--- config.mk ---
export PLATFORM = sky130hd
export DESIGN_NAME = fpadd_sched
export DESIGN_NICKNAME = d
export VERILOG_FILES = /design/src/rtl/fpadd_sched.sv
export SDC_FILE = /design/constraint.sdc
export NUM_CORES = 1
export LEC_CHECK = 0
export ABC_AREA = 1
export CAP_MARGIN = 10
export CORE_AREA = 2 2 157 159
export CTS_BUF_LIST = sky130_fd_sc_hd__clkbuf_8
export DETAILED_ROUTE_END_ITERATION = 8
export DIE_AREA = 0 0 159 161
export PLACE_DENSITY = 0.51
export SETUP_SLACK_MARGIN = 0.15
export SLEW_MARGIN = 20
export SYNTH_ARGS = -nofsm -noshare
export SYNTH_HDL_FRONTEND = slang
export SYNTH_SLANG_ARGS = --single-unit
--- constraint.sdc ---
create_clock -name clk -period 1.96 [get_ports clk]
set_input_delay 0.196 -clock clk [delete_from_list [all_inputs] [get_ports clk]]
set_output_delay 0.196 -clock clk [all_outputs]
set_load 0.01 [all_outputs]
--- src/rtl/fpadd_sched.sv ---
// fpadd_sched: round-robin scheduler sharing one FP32 adder among NREQ requesters,
// with a tag pipeline returning results by ID and a hold/drain quiesce FSM.
module fpadd_sched #(
  parameter int NREQ = 4,
  parameter int LAT = 2,
  localparam int IDW = $clog2(NREQ),
  localparam int CW = $clog2(LAT + 1)
) (
  input  logic                 clk,
  input  logic                 reset,
  input  logic [NREQ-1:0]      req_valid,
  input  logic [32*NREQ-1:0]   req_a,
  input  logic [32*NREQ-1:0]   req_b,
  output logic [NREQ-1:0]      req_ready,
  output logic [31:0]          fpa_a,
  output logic [31:0]          fpa_b,
  input  logic [31:0]          fpa_out,
  output logic                 rsp_valid,
  output logic [IDW-1:0]       rsp_id,
  output logic [31:0]          rsp_data,
  input  logic                 hold,
  output logic                 paused,
  output logic [CW-1:0]        inflight
);
  localparam logic [1:0] RUN = 2'd0, DRAIN = 2'd1, PAUSED = 2'd2;
  logic [1:0] state, state_n;
  logic [IDW-1:0] ptr, gnt, j;
  logic found, xfer;
  logic [LAT-1:0] tv;
  logic [IDW-1:0] tid [LAT];
  always_comb begin
    gnt = ptr;
    found = 1'b0;
    j = '0;
    for (int k = 0; k < NREQ; k++) begin
      j = IDW'((int'(ptr) + k) % NREQ);
      if (!found && req_valid[j]) begin
        found = 1'b1;
        gnt = j;
      end
    end
  end
  assign xfer = (state == RUN) && !hold && !reset && found;
  assign req_ready = xfer ? NREQ'(1) << gnt : '0;
  // idle operands are zero so the adder's zero path yields 0
  assign fpa_a = xfer ? req_a[32*gnt +: 32] : '0;
  assign fpa_b = xfer ? req_b[32*gnt +: 32] : '0;
  assign rsp_valid = tv[LAT-1];
  assign rsp_id = tid[LAT-1];
  assign rsp_data = fpa_out;
  assign paused = state == PAUSED;
  always_comb begin
    inflight = '0;
    for (int k = 0; k < LAT; k++) inflight = inflight + CW'(tv[k]);
  end
  always_comb
    state_n = (state == RUN) ? (hold ? DRAIN : RUN) :
              !hold ? RUN :
              (state == DRAIN && inflight == '0) ? PAUSED : state;
  always_ff @(posedge clk) begin
    if (reset) begin
      state <= RUN;
      ptr <= '0;
      tv <= '0;
      for (int k = 0; k < LAT; k++) tid[k] <= '0;
    end else begin
      state <= state_n;
      if (xfer) ptr <= (gnt == IDW'(NREQ - 1)) ? '0 : gnt + 1'b1;
      tv[0] <= xfer;
      tid[0] <= xfer ? gnt : '0;
      for (int k = 1; k < LAT; k++) begin
        tv[k] <= tv[k-1];
        tid[k] <= tid[k-1];
      end
    end
  end
endmodule

==> out/metrics.yaml <==
synthesis:
  synth_area_leaders: "nand2_1 38%, nor2_1 12%, nand3b_1 11%"
  ys_seq_elements: 10
  synthCells: 922
  synth_edf_count: 0
  yosysSeqAreaShare_pct: 4.67
  synth_cell_types: 21
  synth_ff_type: "dfxtp_1"
  postSynthAreaPerCell_um2: 4.65
  yosys_warnings: 0
  yosysTopAreaCell: "nand2_1"
  syn_nets: 1223
  synthArstFlopShare_pct: 0
  synth_top_cell_area_share_pct: 37.8
  synthesis.area_um2: 4280
setup_path:
  cp-start-kind: "register"
  critPathRequiredTime_ps: 1760
  crit_path_max_fanout: 7
  crit_type: "reg2out"
  crit_arrival_ps: 2430
  end_kind: "output pin"
routing:
  route.detailed.drc: 0
  vias: 6884
  dr.pass1.iters: 4
  vias_per_cell: 4.26
  ant_nets: 0
  avgRoutedWirePerCell_um: 16.2
  first_iter_violations: 366
  wl_mm: 26.2
placement:
  post-dp-hpwl_mm: 16.7
  gp_congestion: 0.846
  dp_worst_setup_slack_ps: -992
  dp.cells: 1540
  portBuffers: 336
outcome:
  violations: "negative setup slack"
  status: "finished, violations left"
timing:
  setup_slack_ps: -662
  fin_skew_ps: 0.515
  setup_viol: 71
  worst_pin_slew_ps: 293
  post-route-period-util_pct: 134
  whs_ps: 392
  rsz0062_at_grt: "yes"
  max_freq_ghz: 0.381
  layout_min_cycle_time_ps: 2620
  hold_viol_final: 0
  relSlewSlack_pct: 80.3
  final_max_slew_viol_count: 0
clocking:
  htreeDepth: 1
  clk_pin_slew_ps: 40
  cts_tree: "done"
  clock_latency_ps: 230
  clk_path_buf_depth: 2
  clock-root-buffer: "clkbuf_8"
  clock_sinks: 10
  cts_buffers: 3
power:
  vdd_drop_max_v: 0.000271
  p_sw_w: 0.00345
  p_per_area_nw_per_um2: 757
  power.sequential.fraction_pct: 3.1
  switching_share_pct: 45.9
  power_w: 0.00751
  p_clk_share_pct: 2.7
  total_leakage_power_nw: 4.89
  p_comb_share_pct: 94.2
  internal_power_w: 0.00406
global_routing:
  use_met1_pct: 24.2
  grt_overflow_total: 0
  top_usage_layer: "met2"
  grt_pass1_wl_mm: 39.1
  use_met2_pct: 35.7
  antenna_found_initial: 0
  grt_pass1_vias: 6827
  grtUsageMet3_pct: 2.82
  grt_max_degree: 35
  grt_usage_pct: 19.3
final_layout:
  syn_to_final_growth_pct: 131
  insertedDiodeCount: 0
  drive_gt1_share_pct: 28.7
  fin_nets: 1596
  final_cells: 1617
  num-fill-cells: 2597
  utilization_pct: 41.4
worst_hold_path:
  hold_path.class: "in2out"
floorplanning:
  placeableCoreArea_um2: 24000
  die_width_um: 159
  pin_count: 401
  dieArea_um2: 25600
  chipHeight_um: 161
  start_util_pct: 17.9
  rows: 57
job:
  maxCapViolations: 0
-- worst max-delay path: stages (launching register included) --
cell and delay [ps]:
dfxtp_4 370, buf_6 130, nand2_2 50, nand2_2 60, nand2_2 90, nand2_4 70, nor2_4 130, nand4_4 150
buf_12 170, buf_6 110, buf_12 140, buf_12 130, buf_16 120, nand3b_1 70, nand2_1 70, nand2_1 60
nand2_1 40, nor2_1 80, buf_2 130
-- logic make-up (layout without fill, tap and decap cells) --
family	Yosys count	after routing	synth area share [%]
simple gates	716	716	71.2
buf+inv	184	555	21.2
flops	10	10	4.67
fa+ha+maj	6	6	1.75
compound gates	6	6	1.23
-- cells in the mapped netlist, types with 2 or more instances --
master    instances
nand2_1         431
nor2_1          139
inv_1            81
nand3_1          75
nand3b_1         64
buf_4            41
buf_2            37
clkbuf_1         14
dfxtp_1          10
ha_1              6
buf_1             5
inv_2             4
a21oi_1           3
nand2_2           3
buf_6             2
o21ai_4           2
-- stage by stage --
step	instance area [µm²]	TNS, ps
after detailed placement	8290	-61760
final	9910	-39080
after global routing	9910	-49100
after floorplan	4600	-1260
after global placement	8290	-60920
after CTS	9790	-37750
-- repair_timing --
action,in CTS,in global routing
hold buffers,0,0
pin swaps,53,14
gates cloned,27,2
endpoints found under the hold margin,0,0
resized for setup,475,16
setup buffers,43,2
endpoints found under the setup margin,71,72
-- cells in the final DEF, fill, tap and decap left out, types with 26 or more instances in the layout --
cell type	n
buf_16	26
buf_2	62
buf_4	38
buf_6	36
clkdlybuf4s50_1	264
inv_1	75
nand2_1	355
nand2_2	69
nand3_1	66
nand3b_1	64
nor2_1	80
nor2_2	50
-- worst paths after layout --
check	start	end	slack [ps]	cells past startpoint
worst max-delay path	ptr[0]$_SDFFE_PP0P_	fpa_b[0]	-660	18
worst min register to register	tid[0][1]$_SDFF_PP0_	tid[0][3]$_SDFF_PP0_	410	2
worst min-delay path	fpa_out[14]	rsp_data[14]	390	0
worst max register to register	ptr[0]$_SDFFE_PP0P_	ptr[1]$_SDFFE_PP0P_	-170	15
-- area by class of cell --
class | instances | area, µm² | area share (%)
Timing Repair Buffer | 467 | 5160 | 52.1
Multi-Input combinational cell | 728 | 3750 | 37.9
Tap cell | 324 | 405 | 4.09
Inverter | 85 | 342 | 3.45
Sequential cell | 10 | 208 | 2.09
Clock buffer | 3 | 41.3 | 0.416
-- power groups by stage --
stage	Clock, W	Combinational (W)	Sequential, W
2_1_floorplan	0	0.00281	0.000234
3_3_place_gp	0	0.00460	0.000234
3_5_place_dp	0	0.00461	0.000235
4_1_cts	0.000206	0.00696	0.000234
5_1_grt	0.000221	0.00765	0.000236
6_report	0.000200	0.00708	0.000234
-- flip-flops by register name, summed over array words and instances (netlist names) --
register  count
ptr           2
tv            2
tid           4
state         2
-- layer usage --
layer | wire, µm | part of all wire, %
met1 | 11200 | 43
met5 | 0 | 0
met3 | 1430 | 5.4
met4 | 410 | 1.6
met2 | 13200 | 50
(Power assumes the default switching activity.)
